==> config.mk <==
export PLATFORM = sky130hd
export DESIGN_NAME = multicycle_control_unit
export DESIGN_NICKNAME = d
export VERILOG_FILES = /design/src/rtl/multicycle_control_unit_pkg.sv /design/src/rtl/multicycle_control_unit_control_out_decoder.sv /design/src/rtl/multicycle_control_unit.sv
export SDC_FILE = /design/constraint.sdc
export NUM_CORES = 1
export LEC_CHECK = 0
export ABC_AREA = 0
export BUFFER_PORTS_ARGS = -buffer_cell sky130_fd_sc_hd__buf_2
export CORE_ASPECT_RATIO = 1.75
export CORE_MARGIN = 5
export CORE_UTILIZATION = 25
export DETAILED_ROUTE_END_ITERATION = 12
export PLACE_DENSITY = 0.41
export SYNTH_ARGS = -nofsm -noshare
export SYNTH_HDL_FRONTEND = slang
export SYNTH_SLANG_ARGS = --single-unit
==> constraint.sdc <==
create_clock -name clk -period 8.6 [get_ports clk]
set_clock_uncertainty 0.2 [all_clocks]
set_input_delay 0.43 -clock clk [delete_from_list [all_inputs] [get_ports clk]]
set_output_delay 0.43 -clock clk [all_outputs]
set_load 0.01 [all_outputs]
==> src/rtl/multicycle_control_unit_pkg.sv <==
// Shared definitions for the multi-cycle RV32I control path: opcodes, FSM states,
// datapath mux encodings and the bundled control-output struct.
package multicycle_control_unit_pkg;

   localparam logic [6:0] OP_LW     = 7'b0000011;
   localparam logic [6:0] OP_SW     = 7'b0100011;
   localparam logic [6:0] OP_R      = 7'b0110011;
   localparam logic [6:0] OP_IMM    = 7'b0010011;
   localparam logic [6:0] OP_BRANCH = 7'b1100011;
   localparam logic [6:0] OP_JAL    = 7'b1101111;
   localparam logic [6:0] OP_JALR   = 7'b1100111;
   localparam logic [6:0] OP_LUI    = 7'b0110111;
   localparam logic [6:0] OP_AUIPC  = 7'b0010111;

   typedef enum logic [4:0] {
      S_RESET, S_FETCH, S_DECODE, S_MEMADR, S_MEMREAD, S_MEMWB, S_MEMWRITE,
      S_EXECR, S_EXECI, S_ALUWB, S_BRANCH, S_JAL, S_JALR, S_JALR_LINK,
      S_LUI, S_AUIPC, S_TRAP
   } state_t;

   localparam logic [1:0] SRCA_PC    = 2'd0;
   localparam logic [1:0] SRCA_OLDPC = 2'd1;
   localparam logic [1:0] SRCA_RS1   = 2'd2;
   localparam logic [1:0] SRCA_ZERO  = 2'd3;

   localparam logic [1:0] SRCB_RS2   = 2'd0;
   localparam logic [1:0] SRCB_IMM   = 2'd1;
   localparam logic [1:0] SRCB_FOUR  = 2'd2;

   localparam logic [1:0] ALUOP_ADD  = 2'd0;
   localparam logic [1:0] ALUOP_SUB  = 2'd1;
   localparam logic [1:0] ALUOP_FUNC = 2'd2;

   localparam logic [1:0] RES_ALUOUT = 2'd0;
   localparam logic [1:0] RES_MEM    = 2'd1;
   localparam logic [1:0] RES_ALU    = 2'd2;

   typedef struct packed {
      logic       mem_req;
      logic       mem_we;
      logic       adr_src;
      logic       ir_write;
      logic       pc_write;
      logic       reg_write;
      logic [1:0] alu_src_a;
      logic [1:0] alu_src_b;
      logic [1:0] alu_op;
      logic [1:0] result_src;
      logic       trap;
   } ctrl_t;

endpackage

==> src/rtl/multicycle_control_unit_control_out_decoder.sv <==
// Combinational map from FSM state (plus the two Mealy inputs) to datapath controls.
module multicycle_control_unit_control_out_decoder
   import multicycle_control_unit_pkg::*;
(
   input  state_t state_i,
   input  logic   mem_ready_i,
   input  logic   branch_taken_i,
   output ctrl_t  ctrl_o
);

   always_comb begin
      ctrl_o = '0;
      case (state_i)
         S_FETCH: begin
            ctrl_o.mem_req    = 1'b1;
            ctrl_o.adr_src    = 1'b0;
            ctrl_o.alu_src_a  = SRCA_PC;
            ctrl_o.alu_src_b  = SRCB_FOUR;
            ctrl_o.alu_op     = ALUOP_ADD;
            ctrl_o.result_src = RES_ALU;
            // PC+4 and the IR load commit only on the cycle the fetch completes
            ctrl_o.ir_write   = mem_ready_i;
            ctrl_o.pc_write   = mem_ready_i;
         end
         S_DECODE: begin
            ctrl_o.alu_src_a = SRCA_OLDPC;
            ctrl_o.alu_src_b = SRCB_IMM;
            ctrl_o.alu_op    = ALUOP_ADD;
         end
         S_MEMADR: begin
            ctrl_o.alu_src_a = SRCA_RS1;
            ctrl_o.alu_src_b = SRCB_IMM;
            ctrl_o.alu_op    = ALUOP_ADD;
         end
         S_MEMREAD: begin
            ctrl_o.mem_req = 1'b1;
            ctrl_o.adr_src = 1'b1;
         end
         S_MEMWB: begin
            ctrl_o.result_src = RES_MEM;
            ctrl_o.reg_write  = 1'b1;
         end
         S_MEMWRITE: begin
            ctrl_o.mem_req = 1'b1;
            ctrl_o.mem_we  = 1'b1;
            ctrl_o.adr_src = 1'b1;
         end
         S_EXECR: begin
            ctrl_o.alu_src_a = SRCA_RS1;
            ctrl_o.alu_src_b = SRCB_RS2;
            ctrl_o.alu_op    = ALUOP_FUNC;
         end
         S_EXECI: begin
            ctrl_o.alu_src_a = SRCA_RS1;
            ctrl_o.alu_src_b = SRCB_IMM;
            ctrl_o.alu_op    = ALUOP_FUNC;
         end
         S_LUI: begin
            ctrl_o.alu_src_a = SRCA_ZERO;
            ctrl_o.alu_src_b = SRCB_IMM;
            ctrl_o.alu_op    = ALUOP_ADD;
         end
         S_AUIPC: begin
            ctrl_o.alu_src_a = SRCA_OLDPC;
            ctrl_o.alu_src_b = SRCB_IMM;
            ctrl_o.alu_op    = ALUOP_ADD;
         end
         S_ALUWB: begin
            ctrl_o.result_src = RES_ALUOUT;
            ctrl_o.reg_write  = 1'b1;
         end
         S_BRANCH: begin
            ctrl_o.alu_src_a  = SRCA_RS1;
            ctrl_o.alu_src_b  = SRCB_RS2;
            ctrl_o.alu_op     = ALUOP_SUB;
            ctrl_o.result_src = RES_ALUOUT;
            ctrl_o.pc_write   = branch_taken_i;
         end
         S_JAL: begin
            // PC takes the DECODE target from ALUOut while the ALU forms oldPC+4
            ctrl_o.alu_src_a  = SRCA_OLDPC;
            ctrl_o.alu_src_b  = SRCB_FOUR;
            ctrl_o.alu_op     = ALUOP_ADD;
            ctrl_o.result_src = RES_ALUOUT;
            ctrl_o.pc_write   = 1'b1;
         end
         S_JALR: begin
            ctrl_o.alu_src_a  = SRCA_RS1;
            ctrl_o.alu_src_b  = SRCB_IMM;
            ctrl_o.alu_op     = ALUOP_ADD;
            ctrl_o.result_src = RES_ALU;
            ctrl_o.pc_write   = 1'b1;
         end
         S_JALR_LINK: begin
            ctrl_o.alu_src_a  = SRCA_OLDPC;
            ctrl_o.alu_src_b  = SRCB_FOUR;
            ctrl_o.alu_op     = ALUOP_ADD;
            ctrl_o.result_src = RES_ALU;
            ctrl_o.reg_write  = 1'b1;
         end
         S_TRAP: ctrl_o.trap = 1'b1;
         default: ctrl_o = '0;
      endcase
   end

endmodule

==> src/rtl/multicycle_control_unit.sv <==
// Multi-cycle RV32I control FSM: sequences fetch/decode/execute/memory/writeback,
// counts retired instructions and halts in TRAP on an unsupported opcode.
module multicycle_control_unit
   import multicycle_control_unit_pkg::*;
#(
   parameter int CNT_W = 32
) (
   input  logic             clk,
   input  logic             rst,
   input  logic [6:0]       opcode_i,
   input  logic             branch_taken_i,
   input  logic             mem_ready_i,
   output logic             mem_req_o,
   output logic             mem_we_o,
   output logic             adr_src_o,
   output logic             ir_write_o,
   output logic             pc_write_o,
   output logic             reg_write_o,
   output logic [1:0]       alu_src_a_o,
   output logic [1:0]       alu_src_b_o,
   output logic [1:0]       alu_op_o,
   output logic [1:0]       result_src_o,
   output logic [CNT_W-1:0] instr_count_o,
   output logic             trap_o
);

   state_t           state_q, state_d;
   logic [CNT_W-1:0] count_q, count_d;
   logic             retire;
   ctrl_t            ctrl;

   always_ff @(posedge clk or posedge rst) begin
      if (rst) begin
         state_q <= S_RESET;
         count_q <= '0;
      end else begin
         state_q <= state_d;
         count_q <= count_d;
      end
   end

   always_comb begin
      state_d = state_q;
      retire  = 1'b0;
      case (state_q)
         S_RESET:    state_d = S_FETCH;
         S_FETCH:    if (mem_ready_i) state_d = S_DECODE;
         S_DECODE: begin
            case (opcode_i)
               OP_LW, OP_SW: state_d = S_MEMADR;
               OP_R:         state_d = S_EXECR;
               OP_IMM:       state_d = S_EXECI;
               OP_BRANCH:    state_d = S_BRANCH;
               OP_JAL:       state_d = S_JAL;
               OP_JALR:      state_d = S_JALR;
               OP_LUI:       state_d = S_LUI;
               OP_AUIPC:     state_d = S_AUIPC;
               default:      state_d = S_TRAP;
            endcase
         end
         S_MEMADR: begin
            if (opcode_i == OP_LW)      state_d = S_MEMREAD;
            else if (opcode_i == OP_SW) state_d = S_MEMWRITE;
            else                        state_d = S_TRAP;
         end
         S_MEMREAD:  if (mem_ready_i) state_d = S_MEMWB;
         S_MEMWB: begin
            state_d = S_FETCH;
            retire  = 1'b1;
         end
         S_MEMWRITE: begin
            if (mem_ready_i) begin
               state_d = S_FETCH;
               retire  = 1'b1;
            end
         end
         S_EXECR, S_EXECI, S_LUI, S_AUIPC, S_JAL: state_d = S_ALUWB;
         S_JALR:     state_d = S_JALR_LINK;
         S_ALUWB, S_BRANCH, S_JALR_LINK: begin
            state_d = S_FETCH;
            retire  = 1'b1;
         end
         S_TRAP:     state_d = S_TRAP;
         default:    state_d = S_RESET;
      endcase
      count_d = count_q + CNT_W'(retire);
   end

   // Outputs decode from state_q, so an async rst zeroes them (including mem_req) at once.
   multicycle_control_unit_control_out_decoder control_out_decoder (
      .state_i        (state_q),
      .mem_ready_i    (mem_ready_i),
      .branch_taken_i (branch_taken_i),
      .ctrl_o         (ctrl)
   );

   assign mem_req_o     = ctrl.mem_req;
   assign mem_we_o      = ctrl.mem_we;
   assign adr_src_o     = ctrl.adr_src;
   assign ir_write_o    = ctrl.ir_write;
   assign pc_write_o    = ctrl.pc_write;
   assign reg_write_o   = ctrl.reg_write;
   assign alu_src_a_o   = ctrl.alu_src_a;
   assign alu_src_b_o   = ctrl.alu_src_b;
   assign alu_op_o      = ctrl.alu_op;
   assign result_src_o  = ctrl.result_src;
   assign trap_o        = ctrl.trap;
   assign instr_count_o = count_q;

endmodule

==> flow_summary.ini, run 1 <==
[critical_path]
end_kind = flop
worst-setup-path-type = reg2reg
worstReg2RegEnd = instr_count_o[26]
timing.critical_path.to = instr_count_o[26]
rr_startpoint = state_q[1]
start_kind = flop
crit_required_ns = 8.60
critPathArrivalTime_ns = 3.27
worstRegToRegCells = 9
cp_max_fo = 19
reg2reg_setup_slack_ns = 5.33
timing.critical_path.from = state_q[1]

[synth]
synth-seq-cells = 37
synth_xor_area_share_pct = 11.6
synthCells = 245
syn_nets = 258
muxShareOfSynthArea_pct = 0.882
seq_area_frac_synth_pct = 40.8
synth_cell_types = 57
synth_warnings = 0
ys.flop_type = dfrtp_1
synth_edf_count = 0
synth_area_mm2 = 0.00227
synth_async_sr_flop_share_pct = 100
synthSimpleGateAreaFrac_pct = 30.4
synth_compound_area_share_pct = 11.6
avgSynthCellArea_um2 = 9.26
synth_top_family_by_area = simple AND/OR/NAND/NOR gates
synth_adder_area_share_pct = 1.10

[floorplan]
dieHeight_um = 136
start_util_pct = 25.3
ios = 58
die_w_um = 82.0
die-area_mm2 = 0.0112
core_area_mm2 = 0.00898
rows = 46

[grt]
grt_overflow = 0
antenna_found_initial = 0
grt_pass1_vias = 2032
grt_max_degree = 38
grt_pass1_wl_um = 10400
grt_usage_pct = 12.1

[drt]
antenna_left = 0
vias = 2025
drt-total-wl_um = 6550
viasPerCell = 4.84
drc = 0
dr.first_iter.drc_count = 79
drt_first_pass_iters = 4
wire_per_inst_um = 15.7

[cts]
clkLatencyLatePin_ns = 0.28
cts_repair_resize_count = 0
cts_htree_levels = 2
clock_sinks = 37
cts_root_buf = clkbuf_16
cts_tree = built
path_clk_slew_ns = 0.05
hold_buffers = 0
numCtsBuffers = 5
clock_path_buffers = 2
cts_setup_buffers = 0

[final_layout]
final_common_cell = buf_2
drive_gt1_share_pct = 25.8
area_growth_pct = 23.4
regArea_um2 = 926
final_cell_mix = buf_2 (57), dfrtp_1 (37), nand2_1 (23), nor2_1 (20), xor2_1 (18)
num_antenna_cells = 0
fillers = 976
num-nets-final = 311
multi_input_comb_area_mm2 = 0.00126

[sta]
max_freq_mhz = 306
max_slew_margin_pct = 60.1
fin_crit_ns = 3.27
setup_viol = 0
fin_crit_sh_pct = 38.0
worst_pin_slew_ns = 0.598
fin_setup_tns_ns = 0
slew_viol_final = 0
rsz0062_at_grt = false
finalHoldViolCount = 0
holdWs_ns = 0.0568

[placement]
dp_hpwl_um = 4840
place_congestion = 0.832
port_buffers = 57

[power_and_ir_drop]
p_leak_nw = 1.41
vdd_drop_max_mv = 0.0763
cellPowerDensity_mw_per_mm2 = 198

[run_status]
outcome = completed

[run]
cap_violations = 0

[hold_path]
hold_path.class = in2async
-- Yosys cell counts (4+ instances only) --
cell type	count	share of area, %
dfrtp_1	37	41
nand2_1	23	3.8
nor2_1	20	3.3
xor2_1	18	6.9
a21oi_1	13	2.9
nor3_1	13	2.9
xnor2_1	12	4.6
nand3_1	11	2.4
clkbuf_1	8	1.3
inv_1	7	1.2
nor2b_1	6	1.7
nor4_1	6	1.7
nand2b_1	5	1.4
o21ai_0	4	0.88
-- report_power, final --
part / switching (mW) / internal, mW / total [mW]
logic: 0.0860 / 0.0606 / 0.147
registers: 0.0430 / 0.186 / 0.229
clock network: 0.0645 / 0.114 / 0.178
-- worst min path at each step --
stage / depth (start not counted) / start / endpoint
3_5_place_dp: 1 / instr_count_o[31] / instr_count_o[31]
5_1_grt: 3 / rst / instr_count_o[0]
3_3_place_gp: 1 / instr_count_o[31] / instr_count_o[31]
2_1_floorplan: 1 / instr_count_o[31] / instr_count_o[31]
6_report: 3 / rst / instr_count_o[5]
4_1_cts: 3 / rst / instr_count_o[3]
-- cell type report --
| type | instances | area share [%] |
|---|---|---|
| Clock buffer | 7 | 5.09 |
| Multi-Input combinational cell | 189 | 45.1 |
| Inverter | 7 | 0.938 |
| Tap cell | 120 | 5.36 |
| Sequential cell | 37 | 33.1 |
| Timing Repair Buffer | 58 | 10.5 |
-- cell families (layout without fill, tap and decap cells) --
logic type / after synthesis / count (layout)
and+or+nand+nor: 116 / 116
AOI/OAI and AO/OA: 39 / 39
DFF: 37 / 37
xor gates and xnor gates: 30 / 30
buffers and inverters: 19 / 72
adders and majority gates: 2 / 2
muxes: 2 / 2
-- worst max-delay path, cell delays in order, from the launching register on --
cell     delay, ns
dfrtp_1       0.72
inv_1         0.25
or3_1         0.39
a21oi_1       0.15
ha_1          0.29
ha_1          0.26
and2_1        0.18
nand2_1       0.20
nor4_1        0.39
xor2_1        0.17
-- state kept, by name, indices dropped and copies added, names as in the netlist --
signal         flops
instr_count_o     32
state_q            5
-- metrics by stage --
stage / cell area, um2 / utilization (%) / power [mW] / setup WS, ns / std cells
2_1_floorplan: 2270 / - / 0.321 / 5.83 / 245
3_5_place_dp: 2660 / 29.6 / 0.379 / 5.36 / 411
3_3_place_gp: 2660 / 29.6 / 0.383 / 5.43 / 411
6_report: 2800 / 31.2 / 0.554 / 5.33 / 418
4_1_cts: 2800 / 31.2 / 0.562 / 5.34 / 418
5_1_grt: 2800 / 31.2 / 0.589 / 5.09 / 418
-- layer usage --
metal,routed length (um),track usage (%),vias up
met5,0,0,-
met4,131,5.18,0
met3,272,1.53,8
met2,3640,22.9,55
met1,2510,13.0,975
li1,-,-,987
No activity file was read; power rests on OpenSTA's default activity.
==> inputs of run 2 (changes only) <==
--- a/config.mk
+++ b/config.mk
@@ -11,7 +11,7 @@
 export CORE_MARGIN = 5
 export CORE_UTILIZATION = 25
 export DETAILED_ROUTE_END_ITERATION = 12
-export PLACE_DENSITY = 0.41
+export PLACE_DENSITY = 0.42
 export SYNTH_ARGS = -nofsm -noshare
 export SYNTH_HDL_FRONTEND = slang
 export SYNTH_SLANG_ARGS = --single-unit
==> constraint.sdc (replaced) <==
create_clock -name clk -period 2.9 [get_ports clk]
set_clock_uncertainty 0.2 [all_clocks]
set_input_delay 0.145 -clock clk [delete_from_list [all_inputs] [get_ports clk]]
set_output_delay 0.145 -clock clk [all_outputs]
set_load 0.01 [all_outputs]
==> run 2 against run 1 <==
Cell count up 2.4%. Critical path depth up 1. Sequential cell count unchanged. Combinational power rose to 3.7 times the previous value. Core utilization up 0.71 points. Largest cell class unchanged. Global-route usage about the same. Design area up 2.3%. Sequential share of layout area down 0.74 points.
==> flow_summary.ini, run 2 (synthesized netlist as in run 1, its figures left out) <==
[final_layout]
fin_util_pct = 31.9
largest_reg_flops = 32
num-nets-final = 320
regArea_um2 = 926
fillers = 978
num_antenna_cells = 0
final_cell_mix = buf_2 (57), dfrtp_1 (37), nand2_1 (23), nor2_1 (20), xor2_1 (18)
area_growth_pct = 26.2
final_common_cell = buf_2
drive_gt1_share_pct = 27.3
multi_input_comb_area_mm2 = 0.00126
finish.instance_area_mm2 = 0.00286

[placement]
place_congestion = 0.802
port_buffers = 57
place_area_mm2 = 0.00272
dp_hpwl_um = 4920

[sta]
fin_setup_tns_ns = 0
slew_viol_final = 0
fin_crit_ns = 2.73
max_freq_mhz = 366
setup_viol = 0
rsz0062_at_grt = false
fin_crit_sh_pct = 94.2
finalHoldViolCount = 0
holdWs_ns = 0.0958
worst_pin_slew_ns = 0.470
max_slew_margin_pct = 68.3

[power_and_ir_drop]
p_leak_nw = 1.45
switchingPower_uw = 578
p_int_mw = 1.09
pwr-share-clk_pct = 31.4
vdd_drop_max_mv = 0.239
power.total_mw = 1.67
comb_power_share_pct = 33.1
cellPowerDensity_mw_per_mm2 = 582
p_sw_share_pct = 34.7
p_seq_share_pct = 35.5

[drt]
wire_per_inst_um = 15.1
viasPerCell = 4.82
maxUsedRoutingLayer = met4
wl_met2_um = 3570
drc = 0
vias = 2065
dr.first_iter.drc_count = 64
drt-total-wl_um = 6460
dr_wl_met3_um = 218
antenna_left = 0
wl_met1_um = 2500
drt_first_pass_iters = 4

[floorplan]
die_w_um = 82.0
dieHeight_um = 136
rows = 46
die-area_mm2 = 0.0112
ios = 58
start_util_pct = 25.3
core_area_mm2 = 0.00898

[critical_path]
end_kind = flop
cp_max_fo = 7
cpMaxStageDelayCell = nor4_1
crit_chain = nor2b_1, a21oi_1, or3_1, a21oi_1, ha_1, ha_1, and2_1, nand2_1, nor4_1, xor2_1
start_kind = flop
crit_family = simple AND/OR/NAND/NOR gates
crit_required_ns = 2.90
cp.buffers_inverters = 0
slowest_delay_ns = 0.40
worst-setup-path-type = reg2reg
critPathArrivalTime_ns = 2.74

[hold_path]
hold_path.class = in2async

[cts]
clkLatencyLatePin_ns = 0.28
clock_sinks = 37
numCtsBuffers = 5
clock_path_buffers = 2
cts_tree = built
cts_htree_levels = 2
cts_setup_buffers = 0
cts_repair_resize_count = 0
cts_root_buf = clkbuf_16
path_clk_slew_ns = 0.06

[grt]
grt_max_degree = 34
grt_pass1_vias = 2088
grt_usage_pct = 12.2
grt_pass1_wl_um = 10500
grt_overflow = 0
antenna_found_initial = 0

[run_status]
outcome = completed

[run]
cap_violations = 0
run 2: cell types whose count changed in the layout (fill, tap and decap cells not counted):
| cell | delta |
|---|---|
| clkbuf_8 | -1 |
| clkbuf_1 | +2 |
| buf_4 | +8 |
| dlygate4sd3_1 | +1 |
run 2: per-stage QoR:
stage / std cells / worst slack (ns)
detailed placement: 419 / 0.174
CTS: 428 / 0.145
finish: 428 / 0.167
floorplan: 245 / 0.131
global placement: 419 / 0.295
global route: 428 / 0.00620
run 2: cell type report:
type	count	share of cell area (%)
clock buffer	8	4.76
timing repair buffer	67	12.7
multi-input combinational	189	44.1
tap	120	5.24
inverter	7	0.917
sequential	37	32.3
run 2: worst min-delay path, stage by stage:
cell	delay, ns
dlygate4sd3_1	0.53
buf_2	0.12
inv_1	0.14
run 2: timing repair:
item	4_1_cts	5_1_grt
hold buffers	1	0
endpoints found under the hold margin	37	0
setup endpoints to repair	0	0
run 2: routing by layer:
layer  GRT usage, %  vias up
met5              0        -
met4           5.82        0
met3           1.72       11
met2           22.6       50
met1           12.9      993
li1               -     1011
run 2: worst paths after layout:
check                                   from                end  slack, ns  cells past startpoint
setup / recovery                  state_q[3]  instr_count_o[30]       0.17                     10
hold / removal                           rst   instr_count_o[5]        0.1                      3
setup reg to reg                  state_q[3]  instr_count_o[30]       0.17                     10
hold reg to reg            instr_count_o[31]  instr_count_o[31]       0.27                      1
max in group asynchronous                rst   instr_count_o[8]       1.73                      4
min in group clk                 opcode_i[0]         state_q[0]       0.10                      3
run 2: power by group through the flow:
stage	Sequential [mW]	Combinational [mW]	Clock (mW)
6_report	0.591	0.551	0.524
5_1_grt	0.601	0.612	0.554
4_1_cts	0.594	0.560	0.540
3_5_place_dp	0.603	0.557	0
3_3_place_gp	0.603	0.565	0
2_1_floorplan	0.598	0.355	0
==> inputs of run 3 (changes only) <==
--- a/config.mk
+++ b/config.mk
@@ -7,11 +7,12 @@
 export LEC_CHECK = 0
 export ABC_AREA = 0
 export BUFFER_PORTS_ARGS = -buffer_cell sky130_fd_sc_hd__buf_2
+export CAP_MARGIN = 25
 export CORE_ASPECT_RATIO = 1.75
 export CORE_MARGIN = 5
-export CORE_UTILIZATION = 25
+export CORE_UTILIZATION = 36
 export DETAILED_ROUTE_END_ITERATION = 12
-export PLACE_DENSITY = 0.42
+export PLACE_DENSITY = 0.57
 export SYNTH_ARGS = -nofsm -noshare
 export SYNTH_HDL_FRONTEND = slang
 export SYNTH_SLANG_ARGS = --single-unit
==> run 3 against run 2 <==
Sequential power barely moved. Setup slack improved by 0.10 ns. Clock power fell by 34%. Critical path depth did not move. Hold slack got worse by 0.032 ns. Sequential share of layout area rose by 1.1 points. Via count rose by 0.29%. Sequential cell count did not move. Global-route usage rose by 3.1 points. Non-clock buffer count fell by 1. Core utilization rose by 13 points. Critical endpoint unchanged.
==> flow_summary.ini, run 3 (synthesized netlist as in run 1, its figures left out) <==
[final_layout]
multi_input_comb_area_mm2 = 0.00128
final_cell_mix = buf_2 (57), dfrtp_1 (37), nand2_1 (22), nor2_1 (20), xor2_1 (18)
drive_gt1_share_pct = 28.7
regArea_um2 = 926
num_antenna_cells = 0
final_common_cell = buf_2
area_growth_pct = 21.9
num-nets-final = 319
fillers = 647
largest_reg_flops = 32

[drt]
vias = 2071
drc = 0
antenna_left = 0
dr.first_iter.drc_count = 119
drt_first_pass_iters = 4
viasPerCell = 5.35
drt-total-wl_um = 5870
wire_per_inst_um = 15.2

[critical_path]
critPathArrivalTime_ns = 2.63
worst-setup-path-type = reg2reg
crit_required_ns = 2.90
end_kind = flop
cp_max_fo = 7
start_kind = flop

[power_and_ir_drop]
vdd_drop_max_mv = 0.251
cellPowerDensity_mw_per_mm2 = 532
comb_power_share_pct = 36.2
p_leak_nw = 1.43
p_int_uw = 927
p_sw_share_pct = 37.1
switchingPower_uw = 546
p_seq_share_pct = 40.2
pwr-share-clk_pct = 23.6

[floorplan]
start_util_pct = 36.7
die-area_mm2 = 0.00806
core_area_mm2 = 0.00618
die_w_um = 70.0
ios = 58
rows = 38
dieHeight_um = 115

[sta]
slew_viol_final = 0
fin_setup_tns_ns = 0
fin_crit_ns = 2.63
rsz0062_at_grt = false
max_slew_margin_pct = 59.0
finalHoldViolCount = 0
fin_crit_sh_pct = 90.8
max_freq_mhz = 380
setup_viol = 0
finalWorstSetupSlack_ns = 0.268
worst_pin_slew_ns = 0.615

[grt]
grt_pass1_vias = 2110
grt_max_degree = 23
grt_overflow = 0
grt_usage_pct = 15.3
grt_pass1_wl_um = 9930
antenna_found_initial = 0

[placement]
place_congestion = 0.872
dp_hpwl_um = 4450
port_buffers = 57
preCtsSetupSlack_ns = 0.174

[cts]
clkLatencyLatePin_ns = 0.28
clock_sinks = 37
path_clk_slew_ns = 0.07
cts_setup_buffers = 0
cts_root_buf = clkbuf_8
cts_tree = built
numCtsBuffers = 5
clock_path_buffers = 2
cts_htree_levels = 2

[run_status]
outcome = completed

[hold_path]
hold_path.class = in2reg

[run]
cap_violations = 0
-- run 3: changes by cell type in the layout (fill, tap and decap cells not counted), sizes merged --
cell and delta:
clkbuf -2, clkinv +2, buf -1
-- run 3: stage by stage --
stage	instance area, um2	util [%]	std cells	hold WS, ns	power [mW]
2_1_floorplan	2270	-	245	0.125	0.953
3_3_place_gp	2660	43.0	378	0.0625	1.15
3_5_place_dp	2660	43.0	378	0.0604	1.14
4_1_cts	2750	44.5	387	0.0503	1.49
5_1_grt	2770	44.8	387	0.0667	1.59
6_report	2770	44.8	387	0.0640	1.47
-- run 3: area by class of cell --
cell class | count | share of cell area [%]
Sequential cell | 37 | 33.5
Timing Repair Buffer | 66 | 12.8
Clock buffer | 6 | 2.62
Tap cell | 80 | 3.62
Multi-Input combinational cell | 189 | 46.2
Clock inverter | 2 | 0.362
Inverter | 7 | 0.949
-- run 3: power groups by stage --
| stage | logic [mW] | registers (mW) | clock network, mW |
|---|---|---|---|
| global placement | 0.541 | 0.605 | 0 |
| detailed placement | 0.535 | 0.606 | 0 |
| CTS | 0.537 | 0.595 | 0.362 |
| finish | 0.534 | 0.592 | 0.348 |
| global route | 0.601 | 0.599 | 0.385 |
| floorplan | 0.355 | 0.598 | 0 |
-- run 3: routing by layer --
| layer | track usage, % | part of all wire, % | routed length [um] | up-vias |
|---|---|---|---|---|
| li1 | - | - | - | 1000 |
| met1 | 16.3 | 39 | 2290 | 996 |
| met2 | 28.4 | 54 | 3180 | 61 |
| met3 | 2.36 | 3.7 | 216 | 14 |
| met4 | 8.18 | 3.2 | 189 | 0 |
| met5 | 0 | 0 | 0 | - |
-- run 3: path summary, 6_finish.rpt --
check / startpoint / end / slack, ns / cells past startpoint
worst max-delay path: state_q[2] / instr_count_o[30] / 0.27 / 10
worst min register to register: instr_count_o[31] / instr_count_o[31] / 0.27 / 1
min in group asynchronous: rst / instr_count_o[30] / 0.27 / 3
worst min-delay path: opcode_i[0] / state_q[0] / 0.06 / 3
worst max register to register: state_q[2] / instr_count_o[30] / 0.27 / 10
max in group asynchronous: rst / instr_count_o[17] / 1.51 / 4
-- run 3: repair_timing --
item,in CTS,in global routing
gates resized for setup,0,3
hold buffers,1,0
endpoints found under the hold margin,15,0
endpoints found under the setup margin,0,4
-- run 3: critical path, cell delays in order (launching register included) --
cell	delay, ns
dfrtp_1	0.41
nor2b_1	0.19
a21oi_1	0.06
or3_1	0.30
a21oi_1	0.13
ha_1	0.18
ha_1	0.22
and2_1	0.20
nand2_2	0.15
nor4_2	0.32
xor2_1	0.20
